`src/rtl/fifo_wr_arbiter.sv`:
```
// fifo_wr_arbiter
//   Round-robin arbiter that lets N_REQ requesters write bursts of up to
//   BURST_LEN words into a single dual-clock FIFO (write side only).
//   A grant is issued only when the FIFO has room for a whole burst; every
//   burst is followed by one idle GAP cycle so fifo_wrusedw can settle
//   before the next space check.
//
// Ports
//   wrclk         write-side clock, all logic on rising edge
//   rst_n         asynchronous active-low reset
//   req           per-requester level request
//   req_data      packed lanes, lane i = req_data[i*DW +: DW]
//   ack           per-requester word-consumed strobe
//   grant         one-hot current owner, or zero
//   fifo_data     FIFO data port
//   fifo_wrreq    FIFO write request
//   fifo_wrusedw  FIFO write-side fill level
//   fifo_wrfull   FIFO write-side full flag
//   busy          high whenever the FSM is not idle
module fifo_wr_arbiter #(
   parameter int N_REQ     = 4,
   parameter int DW        = 8,
   parameter int AW        = 5,
   parameter int BURST_LEN = 4
) (
   input  logic                wrclk,
   input  logic                rst_n,
   input  logic [N_REQ-1:0]    req,
   input  logic [N_REQ*DW-1:0] req_data,
   output logic [N_REQ-1:0]    ack,
   output logic [N_REQ-1:0]    grant,
   output logic [DW-1:0]       fifo_data,
   output logic                fifo_wrreq,
   input  logic [AW-1:0]       fifo_wrusedw,
   input  logic                fifo_wrfull,
   output logic                busy
);

   localparam int LW = (N_REQ > 1) ? $clog2(N_REQ) : 1;

   typedef enum logic [1:0] {IDLE, BURST, GAP} state_t;

   state_t                     state;
   logic [N_REQ-1:0]           grant_q;
   logic [LW-1:0]              last;
   logic [LW-1:0]              win;
   logic [LW-1:0]              idx;
   logic                       win_vld;
   logic [AW:0]                beat;
   logic [AW:0]                free;
   logic [DW-1:0]              data_q;
   logic [DW-1:0]              lane_sel;
   logic [N_REQ-1:0][DW-1:0]   lanes;
   logic                       own_req;
   logic                       wr;

   genvar g;
   generate
      for (g = 0; g < N_REQ; g++) begin : g_lane
         assign lanes[g] = req_data[g*DW +: DW];
      end
   endgenerate

   // grant_q is one-hot or zero, so OR-ing the selected lanes is a mux
   always_comb begin
      lane_sel = '0;
      for (int i = 0; i < N_REQ; i++)
         if (grant_q[i]) lane_sel = lane_sel | lanes[i];
   end

   // full flag overrides the level: a full FIFO may report wrusedw=0
   always_comb begin
      free = '0;
      if (!fifo_wrfull)
         free = {1'b1, {AW{1'b0}}} - {1'b0, fifo_wrusedw};
   end

   // round-robin search starting just after the previous winner
   always_comb begin
      win     = '0;
      win_vld = 1'b0;
      idx     = '0;
      for (int k = 1; k <= N_REQ; k++) begin
         idx = LW'((int'(last) + k) % N_REQ);
         if (!win_vld && req[idx]) begin
            win_vld = 1'b1;
            win     = idx;
         end
      end
   end

   assign own_req    = |(req & grant_q);
   assign wr         = (state == BURST) && own_req && !fifo_wrfull;
   assign fifo_wrreq = wr;
   assign ack        = wr ? grant_q : '0;
   assign grant      = grant_q;
   // between writes the port shows the last word written
   assign fifo_data  = wr ? lane_sel : data_q;
   assign busy       = (state != IDLE);

   always_ff @(posedge wrclk or negedge rst_n) begin
      if (!rst_n) begin
         state   <= IDLE;
         grant_q <= '0;
         beat    <= '0;
         last    <= LW'(N_REQ - 1);
         data_q  <= '0;
      end else begin
         if (wr) data_q <= lane_sel;
         case (state)
            IDLE: begin
               if (win_vld && free >= (AW+1)'(BURST_LEN)) begin
                  grant_q      <= '0;
                  grant_q[win] <= 1'b1;
                  last         <= win;
                  beat         <= '0;
                  state        <= BURST;
               end
            end
            BURST: begin
               // a dropped request ends the burst even while stalled on full
               if (!own_req) begin
                  grant_q <= '0;
                  beat    <= '0;
                  state   <= GAP;
               end else if (!fifo_wrfull) begin
                  if (beat == (AW+1)'(BURST_LEN - 1)) begin
                     grant_q <= '0;
                     beat    <= '0;
                     state   <= GAP;
                  end else begin
                     beat <= beat + 1'b1;
                  end
               end
            end
            GAP:     state <= IDLE;
            default: state <= IDLE;
         endcase
      end
   end

endmodule
```
`config.mk`:
```
export PLATFORM = sky130hd
export DESIGN_NAME = fifo_wr_arbiter
export DESIGN_NICKNAME = d
export VERILOG_FILES = /design/src/rtl/fifo_wr_arbiter.sv
export SDC_FILE = /design/constraint.sdc
export NUM_CORES = 1
export LEC_CHECK = 0
export BUFFER_PORTS_ARGS = -buffer_cell sky130_fd_sc_hd__buf_2
export CORE_AREA = 2 2 63 65
export CTS_CLUSTER_DIAMETER = 80
export DETAILED_ROUTE_END_ITERATION = 8
export DIE_AREA = 0 0 65 67
export PLACE_DENSITY = 0.69
export SLEW_MARGIN = 15
export SYNTH_ARGS = -nofsm -noshare
export SYNTH_HDL_FRONTEND = slang
export SYNTH_SLANG_ARGS = --single-unit
```
`constraint.sdc`:
```
create_clock -name wrclk -period 2.1 [get_ports wrclk]
set_input_delay 0.42 -clock wrclk [delete_from_list [all_inputs] [get_ports wrclk]]
set_output_delay 0.42 -clock wrclk [all_outputs]
set_load 0.02 [all_outputs]
```
==> out/metrics.yaml <==
cts_buffers: 3
ys_seq_area_frac: 0.388
min_path_type: "in -> async"
synth_top_family_by_area: "compound AO/OA/AOI/OAI gates"
final_hold_viol_count: 0
start_kind: "flip-flop"
multi_input_area_um2: 992
synthDistinctLibCells: 44
drt-pass1-iter-count: 4
fin_skew_ns: 0.00812
synth_compound_area_frac: 0.345
core_um2: 3610
antenna_found_initial: 0
regArea_um2: 553
preCtsSetupSlack_ns: 0.0593
muxShareOfSynthArea: 0.0351
arrival_ns: 1.67
die_y_um: 67
finalNetCount: 270
cts_root_buf: "clkbuf_8"
grtUsageTotal: 0.206
path_cells: "a22oi_2 > a211oi_4 > buf_6 > buf_12 > nor2_4 > a31oi_4 > buf_6"
slowest_stage: "dfrtp_1"
slew_headroom: 0.662
wl_per_cell_um: 15.5
syn-num-nets: 193
dr.first_iter.drc_count: 43
clk_latency_ns: 0.26
min_period_ns: 2.09
rrSetupSlack_ns: 0.32
initial_core_util: 0.396
cts_tree: "yes"
cts_hold_buf: 0
vias: 1488
rsz0062_at_grt: "true"
die_w_um: 65
std_cell_rows: 22
async_flop_share: 1.00
vdd_ir_drop_max_v: 0.000742
leakagePower_nw: 0.975
rr_worst_depth: 6
synth_warnings: 0
crit_type: "reg -> out"
syn_area_per_cell_um2: 9.70
synth-main-ff-cell: "dfrtp_1"
fin_crit_sh: 0.996
synth_xor_area_frac: 0
die_area_um2: 4360
fmax_mhz: 478
first_global_vias: 1456
routed_wl_um: 4200
num_antenna_cells: 0
avgViaCountPerCell: 5.49
synthToLayoutAreaGrowth_pct: 57.5
netlist_area_um2: 1430
crit_top_cell: "buf_6"
r2r_end: "grant[0]$_DFFE_PN0P_"
ys_ff_latch: 22
grt-ovfl-total: 0
synth-simple-area-share: 0.174
outcome: "complete, no violations"
cts_max_level: 1
final.setup.worst_slack_ns: 0.00771
p_per_area_nw_per_um2: 1290
path_max_fanout: 6
postRouteAntennaNets: 0
synth_adder_area_share: 0.0175
gp_congestion: 0.726
pin_count: 62
maxCapViolations: 0
synthCells: 147
cts_buffer_depth: 2
critPathRequiredTime_ns: 1.68
drcViolationCount: 0
tightest_slew_ns: 0.506
crit_path_max_incr_delay_ns: 0.37
reg2reg_from: "state[1]$_DFFE_PN0P_"
grt_pass1_wl_um: 6820
critPathCaptureType: "output port"
synth-edff-count: 0
fillCellCount: 308
fin_util: 0.623
clock_sinks: 22
cts.clk_slew.worst_paths_ns: 0.09
drive_above_1_share: 0.534
grt_max_degree: 23
hpwlAfterDp_um: 2790
slew_violations: 0
setup_viol: 0
io_buffers: 61
## per-layer routing
layer / vias up / global-route usage / routed length, um
li1: 718 / - / -
met1: 706 / 0.261 / 1830
met2: 60 / 0.354 / 2070
met3: 4 / 0.0372 / 257
met4: 0 / 0.0691 / 40
met5: - / 0 / 0
## worst max-delay path: cells and delay by family (launching register included)
family / cells / cell delay (ns)
buffers and inverters: 3 / 0.46
AO/OA/AOI/OAI: 3 / 0.53
AND/OR/NAND/NOR: 1 / 0.04
flip-flops: 1 / 0.37
## how the worst max path moves through the flow
stage | depth (start not counted) | endpoint | from
6_report | 7 | fifo_data[7] | grant[2]$_DFFE_PN0P_
3_3_place_gp | 7 | fifo_data[7] | req[2]
5_1_grt | 7 | fifo_data[0] | grant[2]$_DFFE_PN0P_
4_1_cts | 7 | fifo_data[0] | state[1]$_DFFE_PN0P_
2_1_floorplan | 5 | fifo_data[2] | grant[2]$_DFFE_PN0P_
3_5_place_dp | 7 | fifo_data[7] | req[2]
## where the power goes
part	leakage (nW)	switching (mW)	internal (mW)	total [mW]
sequential	0.282	0.133	0.594	0.726
combinational	0.664	0.987	0.882	1.87
clock	0.0288	0.141	0.167	0.308
## Yosys cell counts (2+ instances only)
master,count,share of area
dfrtp_1,20,0.35
a22oi_1,16,0.084
a31oi_1,11,0.048
nor2_1,10,0.026
inv_1,9,0.024
a21oi_1,6,0.021
and2_1,6,0.026
nand2b_1,6,0.026
nand2_1,5,0.013
o21ai_0,5,0.018
clkbuf_1,4,0.011
nand3_1,4,0.014
o32ai_1,4,0.025
a211oi_1,3,0.016
a22oi_2,2,0.018
buf_2,2,0.0070
dfstp_2,2,0.037
ha_1,2,0.018
mux2_4,2,0.021
mux2i_1,2,0.014
nor2_2,2,0.0088
o21ai_1,2,0.0070
## cells by family (layout without fill, tap and decap cells)
family | count (synthesis) | count (layout)
AO/OA/AOI/OAI | 60 | 60
adder cells (fa/ha/maj) | 2 | 2
buffers and inverters | 15 | 91
flip-flops | 22 | 22
multiplexers | 4 | 4
AND/OR/NAND/NOR | 44 | 44
## metrics by stage
stage	TNS [ns]	cells	hold WS (ns)	cell area (um^2)	total power, mW
6_report	0	271	0.112	2250	2.90
5_1_grt	-0.440	271	0.137	2250	3.10
4_1_cts	-0.0425	268	0.120	2160	2.75
3_3_place_gp	0	259	0.423	1850	2.01
2_1_floorplan	0	147	0.124	1430	1.58
3_5_place_dp	0	259	0.414	1850	2.03
## cell type report
class                   instances  share of cell area
inverters                       9              0.0150
well taps                      48              0.0267
multi-input cells             110               0.442
flip-flops and latches         22               0.246
repair buffers                 78               0.246
clock buffers                   4              0.0245
## flip-flops by register name, indices dropped and copies added (netlist names)
register  count
beat          6
state         2
last          2
grant         4
data_q        8
## timing repair
action | in CTS | in global routing
cloned | 2 | 0
resized for setup | 38 | 16
pin swaps | 3 | 3
setup buffers | 3 | 3
setup endpoints to repair | 8 | 12
## cell usage in the layout (no fill, tap or decap), drive strengths merged, types with 2 or more instances in the layout
cell	synthesis	routed
and2	6	6
nand2	6	6
a211oi	4	4
mux2i	2	2
nand3	4	4
dfstp	2	2
o32ai	4	4
buf	2	78
clkbuf	4	4
a22oi	18	18
o21ai	7	7
ha	2	2
a31oi	11	11
nand2b	6	6
a21boi	2	2
mux2	2	2
a21oi	7	7
dfrtp	20	20
nor2	12	12
inv	9	9
No activity file was read; power rests on OpenSTA's default activity.
